===== src/rtl/id_ex_stage.sv =====
// ID/EX pipeline register with load-use hazard detection and bubble/flush handling.
// Define ID_EX_FORWARDING_EN to forward MEM/WB results into the EX operands.
// Without it, the stage stalls on any EX/MEM producer instead.
module id_ex_stage #(
  parameter int DATA_W = 32
) (
  input  logic              clk,
  input  logic              rst,
  input  logic              id_valid,
  input  logic [3:0]        id_exe_cmd,
  input  logic [DATA_W-1:0] id_val1,
  input  logic [DATA_W-1:0] id_val2,
  input  logic [DATA_W-1:0] id_st_val,
  input  logic [4:0]        id_src1,
  input  logic [4:0]        id_src2,
  input  logic              id_src2_is_reg,
  input  logic [4:0]        id_dest,
  input  logic              id_wb_en,
  input  logic              id_mem_rd,
  input  logic              id_mem_wr,
  input  logic              flush,
  input  logic [4:0]        mem_dest,
  input  logic              mem_wb_en,
  input  logic [DATA_W-1:0] mem_result,
  input  logic [4:0]        wb_dest,
  input  logic              wb_wb_en,
  input  logic [DATA_W-1:0] wb_result,
  output logic              stall,
  output logic              exe_valid,
  output logic [3:0]        exe_cmd,
  output logic [DATA_W-1:0] val1,
  output logic [DATA_W-1:0] val2,
  output logic [DATA_W-1:0] st_val,
  output logic [4:0]        exe_dest,
  output logic              exe_wb_en,
  output logic              exe_mem_rd,
  output logic              exe_mem_wr,
  output logic [15:0]       stall_cnt
);

  localparam logic [3:0] CMD_NOP = 4'd15;

  logic              exe_valid_q, exe_valid_d;
  logic [3:0]        exe_cmd_q, exe_cmd_d;
  logic [DATA_W-1:0] val1_q, val1_d;
  logic [DATA_W-1:0] val2_q, val2_d;
  logic [DATA_W-1:0] st_val_q, st_val_d;
  logic [4:0]        exe_dest_q, exe_dest_d;
  logic              exe_wb_en_q, exe_wb_en_d;
  logic              exe_mem_rd_q, exe_mem_rd_d;
  logic              exe_mem_wr_q, exe_mem_wr_d;
  logic [4:0]        exe_src1_q, exe_src1_d;
  logic [4:0]        exe_src2_q, exe_src2_d;
  logic              exe_src2_is_reg_q, exe_src2_is_reg_d;
  logic [15:0]       stall_cnt_q, stall_cnt_d;

  logic src2_used;
  logic load_use;
  logic dep_stall;

  function automatic logic [15:0] sat_inc(input logic [15:0] v);
    return (v == 16'hFFFF) ? v : v + 16'd1;
  endfunction

  // Register 0 is hardwired zero, so it can never be a real dependence.
  function automatic logic src_hit(input logic [4:0] dest, input logic [4:0] s1,
                                   input logic [4:0] s2, input logic use2);
    return (dest != 5'd0) && ((s1 == dest) || (use2 && (s2 == dest)));
  endfunction

  assign src2_used = id_src2_is_reg | id_mem_wr;
  assign load_use  = exe_valid_q & exe_mem_rd_q & id_valid &
                     src_hit(exe_dest_q, id_src1, id_src2, src2_used);

`ifdef ID_EX_FORWARDING_EN
  function automatic logic [DATA_W-1:0] fwd(input logic [4:0] src, input logic [DATA_W-1:0] raw,
                                            input logic mwe, input logic [4:0] md,
                                            input logic [DATA_W-1:0] mr, input logic wwe,
                                            input logic [4:0] wd, input logic [DATA_W-1:0] wr);
    if (src == 5'd0)           return raw;
    else if (mwe && md == src) return mr;
    else if (wwe && wd == src) return wr;
    else                       return raw;
  endfunction

  assign dep_stall = 1'b0;
  assign val1   = fwd(exe_src1_q, val1_q, mem_wb_en, mem_dest, mem_result,
                      wb_wb_en, wb_dest, wb_result);
  assign val2   = exe_src2_is_reg_q ? fwd(exe_src2_q, val2_q, mem_wb_en, mem_dest, mem_result,
                                          wb_wb_en, wb_dest, wb_result) : val2_q;
  assign st_val = exe_mem_wr_q ? fwd(exe_src2_q, st_val_q, mem_wb_en, mem_dest, mem_result,
                                     wb_wb_en, wb_dest, wb_result) : st_val_q;
`else
  logic unused_fwd;
  // Without forwarding, any in-flight producer ahead of WB forces the consumer to wait.
  assign dep_stall = id_valid &
                     ((exe_wb_en_q & src_hit(exe_dest_q, id_src1, id_src2, src2_used)) |
                      (mem_wb_en & src_hit(mem_dest, id_src1, id_src2, src2_used)));
  assign val1       = val1_q;
  assign val2       = val2_q;
  assign st_val     = st_val_q;
  assign unused_fwd = ^{mem_result, wb_result, wb_dest, wb_wb_en,
                        exe_src1_q, exe_src2_q, exe_src2_is_reg_q};
`endif

  assign stall = ~rst & ~flush & (load_use | dep_stall);

  always_comb begin
    exe_valid_d       = 1'b0;
    exe_cmd_d         = CMD_NOP;
    val1_d            = '0;
    val2_d            = '0;
    st_val_d          = '0;
    exe_dest_d        = 5'd0;
    exe_wb_en_d       = 1'b0;
    exe_mem_rd_d      = 1'b0;
    exe_mem_wr_d      = 1'b0;
    exe_src1_d        = 5'd0;
    exe_src2_d        = 5'd0;
    exe_src2_is_reg_d = 1'b0;
    stall_cnt_d       = stall ? sat_inc(stall_cnt_q) : stall_cnt_q;
    if (!stall && !flush && id_valid) begin
      exe_valid_d       = 1'b1;
      exe_cmd_d         = id_exe_cmd;
      val1_d            = id_val1;
      val2_d            = id_val2;
      st_val_d          = id_st_val;
      exe_dest_d        = id_dest;
      exe_wb_en_d       = id_wb_en;
      exe_mem_rd_d      = id_mem_rd;
      exe_mem_wr_d      = id_mem_wr;
      exe_src1_d        = id_src1;
      exe_src2_d        = id_src2;
      exe_src2_is_reg_d = id_src2_is_reg;
    end
  end

  // ID -> EX boundary
  always_ff @(posedge clk or posedge rst) begin
    if (rst) begin
      exe_valid_q       <= 1'b0;
      exe_cmd_q         <= CMD_NOP;
      val1_q            <= '0;
      val2_q            <= '0;
      st_val_q          <= '0;
      exe_dest_q        <= 5'd0;
      exe_wb_en_q       <= 1'b0;
      exe_mem_rd_q      <= 1'b0;
      exe_mem_wr_q      <= 1'b0;
      exe_src1_q        <= 5'd0;
      exe_src2_q        <= 5'd0;
      exe_src2_is_reg_q <= 1'b0;
      stall_cnt_q       <= 16'd0;
    end else begin
      exe_valid_q       <= exe_valid_d;
      exe_cmd_q         <= exe_cmd_d;
      val1_q            <= val1_d;
      val2_q            <= val2_d;
      st_val_q          <= st_val_d;
      exe_dest_q        <= exe_dest_d;
      exe_wb_en_q       <= exe_wb_en_d;
      exe_mem_rd_q      <= exe_mem_rd_d;
      exe_mem_wr_q      <= exe_mem_wr_d;
      exe_src1_q        <= exe_src1_d;
      exe_src2_q        <= exe_src2_d;
      exe_src2_is_reg_q <= exe_src2_is_reg_d;
      stall_cnt_q       <= stall_cnt_d;
    end
  end

  assign exe_valid  = exe_valid_q;
  assign exe_cmd    = exe_cmd_q;
  assign exe_dest   = exe_dest_q;
  assign exe_wb_en  = exe_wb_en_q;
  assign exe_mem_rd = exe_mem_rd_q;
  assign exe_mem_wr = exe_mem_wr_q;
  assign stall_cnt  = stall_cnt_q;

endmodule


===== config.mk =====
export PLATFORM = sky130hd
export DESIGN_NAME = id_ex_stage
export DESIGN_NICKNAME = d
export VERILOG_FILES = /design/src/rtl/id_ex_stage.sv
export SDC_FILE = /design/constraint.sdc
export NUM_CORES = 1
export LEC_CHECK = 0
export ABC_AREA = 1
export CELL_PAD_IN_SITES_DETAIL_PLACEMENT = 1
export CELL_PAD_IN_SITES_GLOBAL_PLACEMENT = 1
export CORE_MARGIN = 1.5
export CORE_UTILIZATION = 26
export CTS_BUF_LIST = sky130_fd_sc_hd__clkbuf_4
export DETAILED_ROUTE_END_ITERATION = 7
export HOLD_SLACK_MARGIN = 0.08
export PLACE_DENSITY_LB_ADDON = 0.08
export SYNTH_ARGS = -nofsm -noshare
export SYNTH_HDL_FRONTEND = slang
export SYNTH_SLANG_ARGS = --single-unit

===== constraint.sdc =====
create_clock -name clk -period 4.8 [get_ports clk]
set_input_delay 0.48 -clock clk [delete_from_list [all_inputs] [get_ports clk]]
set_output_delay 0.48 -clock clk [all_outputs]
set_load 0.1 [all_outputs]

**Word level (Yosys, flattened, before mapping)**

Cells that the tools add are included.

- Reduce and logical (&&, ||, !) cells: 13
- Bitwise gates (word level): 14
- Add/subtract/negate cells: 1
- Eq/ne operators: 5
- Multiplexer cells: 9

Operators with widths:

| cell | count |
|---|---|
| $mux 32 | 3 |
| $eq 5x5->1 | 4 |
| $add 16x1->16 const B | 1 |
| $eq 16x16->1 const B | 1 |
| $reduce_bool 5->1 | 2 |
| $and 1x1->1 | 8 |
| $logic_and 1x1->1 | 6 |
| $mux 5 | 1 |
| $mux 1 | 4 |
| $mux 4 | 1 |
| $not 1->1 | 3 |
| $or 1x1->1 | 3 |
| $logic_not 1->1 | 2 |
| $logic_or 1x1->1 | 2 |
| $reduce_and 2->1 | 1 |

- Output and inout port bits: 126
- Word-level logic and storage cells: 52
- Register bits: 125
- Input bits: 199

**Longest topological paths before layout**

- Word-level depth: 13
- Gate-level depth with buffers: 13
- Gate-level depth less buffers: 12

**Worst setup path before layout**

No wires, ideal clock.

- Path type: register -> output
- From: register exe_dest_q[0] (netlist: exe_dest[0])
- To: output port stall
- Stages on the path, launching flop included: 11
- Data arrival time: 2.336 ns
- Path slack: 1.984 ns
- Required time: 4.320 ns
- Cell sequence: dfrtp_1 > inv_1 > nand2_1 > nand2_1 > nor2_1 > nand3_1 > nand2_1 > nand2_1 > nand2_4 > nand2_2 > inv_1

- Cells in the longest elaborated chain, start to end: 9
- Elaborated cells between the ends (all ways): 12
- Those cells by class: eq/ne (2); bitwise (6); reduce/logical (4)

RTL lines:

| element | line | RTL |
|---|---|---|
| start, declared | 48 | `logic [4:0] exe_dest_q, exe_dest_d;` |
| start signal, assigned | 160 | `exe_dest_q <= exe_dest_d;` |
| $eq 5x5->1 | 68 | `return (dest != 5'd0) && ((s1 == dest) \|\| (use2 && (s2 == dest)));` |
| $logic_and 1x1->1 | 68 |  |
| $logic_or 1x1->1 | 68 |  |
| $logic_and 1x1->1 (*) | 68 |  |
| $and 1x1->1 | 97 | `((exe_wb_en_q & src_hit(exe_dest_q, id_src1, id_src2, src2_used)) \|` |
| $or 1x1->1 | 97 |  |
| $and 1x1->1 | 96 | `assign dep_stall = id_valid &` |
| $or 1x1->1 (*) | 106 | `assign stall = ~rst & ~flush & (load_use \| dep_stall);` |
| $and 1x1->1 (*) | 106 |  |
| end, declared | 28 | `output logic stall,` |

Mark *: on every way between the ends. The rest lies on a longest branch, timed or not.

**Final worst setup path**

- From: input port id_src2[3]
- To: output port stall

- Cells in the longest elaborated chain, start to end: 9
- Elaborated cells between the ends (all ways): 15
- Those cells by class: eq/ne (2); bitwise (7); reduce/logical (6)

RTL lines:

| element | line | RTL |
|---|---|---|
| start, declared | 15 | `input logic [4:0] id_src2,` |
| $eq 5x5->1 | 68 |  |
| $logic_and 1x1->1 | 68 |  |
| $logic_or 1x1->1 | 68 |  |
| $logic_and 1x1->1 | 68 |  |
| $and 1x1->1, on equally long branches | 97, 98 |  |
| $or 1x1->1 | 97 |  |
| $and 1x1->1 | 96 |  |
| $or 1x1->1 (*) | 106 |  |
| $and 1x1->1 (*) | 106 |  |

Marked as above.

==> results.sh <==
export IMPL_status="finished clean"
export IMPL_hold_violations=0
export IMPL_synth_fp_nets=774
export IMPL_grt_pass1_wl_mm=24.9
export IMPL_wl_per_cell_um=14.4
export IMPL_clk_pin_slew_ns=0.12
export IMPL_grt_max_degree=103
export IMPL_postCtsHoldBufs=0
export IMPL_dr_total_vias=4501
export IMPL_worstPathArrival_ns=2.25
export IMPL_ys_warn_count=0
export IMPL_hold_path_class="input pin to flip-flop"
export IMPL_worstSetupStartpointType="input pin"
export IMPL_dr_pass1_iters=4
export IMPL_multi_input_area_mm2=0.00139
export IMPL_r2r_setup_slack_ns=2.18
export IMPL_hold_slack_ns=0.446
export IMPL_slew_violations=0
export IMPL_max_slew_worst_pin_slew_ns=1.05
export IMPL_max_cap_violations=0
export IMPL_synth_area_leader_cell="dfrtp_1"
export IMPL_route_detailed_drc=0
export IMPL_synthTopCellsByArea="dfrtp_1 (59%), inv_1 (9.7%), nand2_1 (7.8%)"
export IMPL_htree_levels=4
export IMPL_synthCells=574
export IMPL_seq_area_mm2=0.00313
export IMPL_via_per_inst=4.04
export IMPL_crit_fanout=18
export IMPL_cts_tree="built"
export IMPL_setup_viol=0
export IMPL_ys_seq_elements=125
export IMPL_max_freq_mhz=366
export IMPL_clk_root_buffer_cell="clkbuf_4"
export IMPL_vdd_drop_max_mv=0.160
export IMPL_worstPathRequired_ns=4.32
export IMPL_dieArea_mm2=0.0207
export IMPL_wl_mm=16.1
export IMPL_area_growth_syn_to_layout_pct=59.9
export IMPL_post_cts_resized=0
export IMPL_fp_row_count=51
export IMPL_place_congestion=0.827
export IMPL_grt_pass1_vias=4861
export IMPL_numCtsBuffers=17
export IMPL_core_mm2=0.0195
export IMPL_dpl_hpwl_mm=12.0
export IMPL_synth_cell_type_count=25
export IMPL_yosysSeqAreaShare=0.606
export IMPL_fin_skew_ns=0.0216
export IMPL_overflow=0
export IMPL_max_slew_margin=0.300
export IMPL_p_leak_nw=4.19
export IMPL_cts_setup_buffers=0
export IMPL_die_w_um=144
export IMPL_critPathCaptureType="output port"
export IMPL_syn_area_mm2=0.00517
export IMPL_n_fill_cell=2238
export IMPL_io_buffers=254
export IMPL_syn_area_per_cell_um2=9.01
export IMPL_drt_initial_drc_count=85
export IMPL_final_nets=1035
export IMPL_synth_top_area_share=0.586
export IMPL_fin_crit_sh=0.570
export IMPL_drive_above_1_share=0.0967
export IMPL_fin_crit_ns=2.73
export IMPL_grt_setup_unrepaired="no"
export IMPL_power_density_mw_per_mm2=306
export IMPL_cts_sinks=125
export IMPL_die_h_um=144
export IMPL_boundaryPins=325
export IMPL_worstSkewPairLatency_ns=0.52
export IMPL_grt_usage=0.161
export IMPL_antenna_left=0
export IMPL_antenna_found_initial=1
export IMPL_critPathKind="input pin to output port"
export IMPL_start_util=0.266
export IMPL_tns_ns=0
export IMPL_cts_buffer_depth=2
worst paths after layout:
kind / from / depth (start not counted) / end
min in group asynchronous: rst / 2 / stall_cnt[8]
hold reg to reg: stall_cnt[4] / 2 / stall_cnt[4]
setup reg to reg: exe_dest[2] / 12 / val1[16]
max in group asynchronous: rst / 3 / val2[18]
hold / removal: id_exe_cmd[1] / 3 / exe_cmd[1]
setup / recovery: id_src2[3] / 12 / stall
worst max-delay path: stages:
cell and delay [ns]:
clkdlybuf4s50_1 0.52, inv_1 0.07, nand2_1 0.06, nand2_1 0.09, nor2_1 0.12, nand3_1 0.07, nand2_1 0.07, nand2_1 0.08
nand2_4 0.21, nand2_2 0.11, inv_1 0.08, buf_4 0.28
cells in the mapped netlist:
| cell | count |
|---|---|
| a21oi_1 | 1 |
| buf_1 | 2 |
| buf_2 | 6 |
| buf_6 | 6 |
| buf_8 | 1 |
| dfrtp_1 | 121 |
| dfstp_2 | 4 |
| ha_1 | 1 |
| inv_1 | 133 |
| inv_2 | 7 |
| nand2_1 | 107 |
| nand2_2 | 1 |
| nand2_4 | 2 |
| nand3_1 | 9 |
| nand3_2 | 2 |
| nand3_4 | 2 |
| nand4_1 | 19 |
| nor2_1 | 102 |
| nor2_2 | 24 |
| nor2_4 | 3 |
| nor3_1 | 2 |
| o21ai_0 | 4 |
| o21ai_1 | 1 |
| xnor2_1 | 9 |
| xor2_1 | 5 |
layer usage:
layer  global-route usage  up-vias  wire length, um
met3               0.0795       13             1680
met1                0.172     2185             6040
met4               0.0499        0              196
met2                0.277      136             8180
li1                     -     2167                -
met5                    0        -                0
final cells by class:
cell class,count,area share
antenna,1,0.000303
sequential,125,0.379
clock inverter,15,0.0226
multi-input combinational,294,0.168
tap,265,0.0401
inverter,140,0.0642
clock buffer,17,0.0154
timing repair buffer,257,0.310
placed cells by master (no fill, tap or decap), drive strengths merged:
master	count
a21oi	1
o21ai	5
nand4	19
buf	4
nor3	2
nand2	110
bufinv	3
nand3	13
clkinv	5
xnor2	9
dfrtp	121
nor2	129
clkbuf	17
clkinvlp	4
xor2	5
diode	1
inv	143
clkdlybuf4s50	253
dfstp	4
ha	1
cell families (layout without fill, tap and decap cells):
family	after synthesis	count (layout)	share of synthesized area
and+or+nand+nor	273	273	0.237
buffers and inverters	155	429	0.125
DFF	125	125	0.606
xor gates and xnor gates	14	14	0.0237
AOI/OAI and AO/OA	6	6	0.00581
adders and majority gates	1	1	0.00242
other	0	1	0
sequential cells by signal (all words and copies together) (netlist names):
name / flops
st_val: 32
stall_cnt: 16
val2: 32
exe_mem_rd: 1
exe_dest: 5
exe_wb_en: 1
exe_valid: 1
exe_mem_wr: 1
exe_cmd: 4
val1: 32
stage by stage:
step / instances / utilization / instance area (um^2) / worst slack, ns / power [mW]
after floorplan: 574 / - / 5170 / 0.999 / 1.52
after global placement: 1081 / 0.408 / 7950 / 1.55 / 1.74
after CTS: 1113 / 0.425 / 8260 / 2.00 / 2.58
final: 1114 / 0.425 / 8270 / 2.07 / 2.53
after detailed placement: 1081 / 0.408 / 7950 / 1.54 / 1.74
after global routing: 1114 / 0.425 / 8270 / 1.79 / 2.65
power breakdown:
group	total, mW	internal (mW)	switching, mW
registers	1.11	1.09	0.0185
clock network	0.810	0.367	0.443
logic	0.605	0.185	0.420
Power figures use the tool's default switching activity.
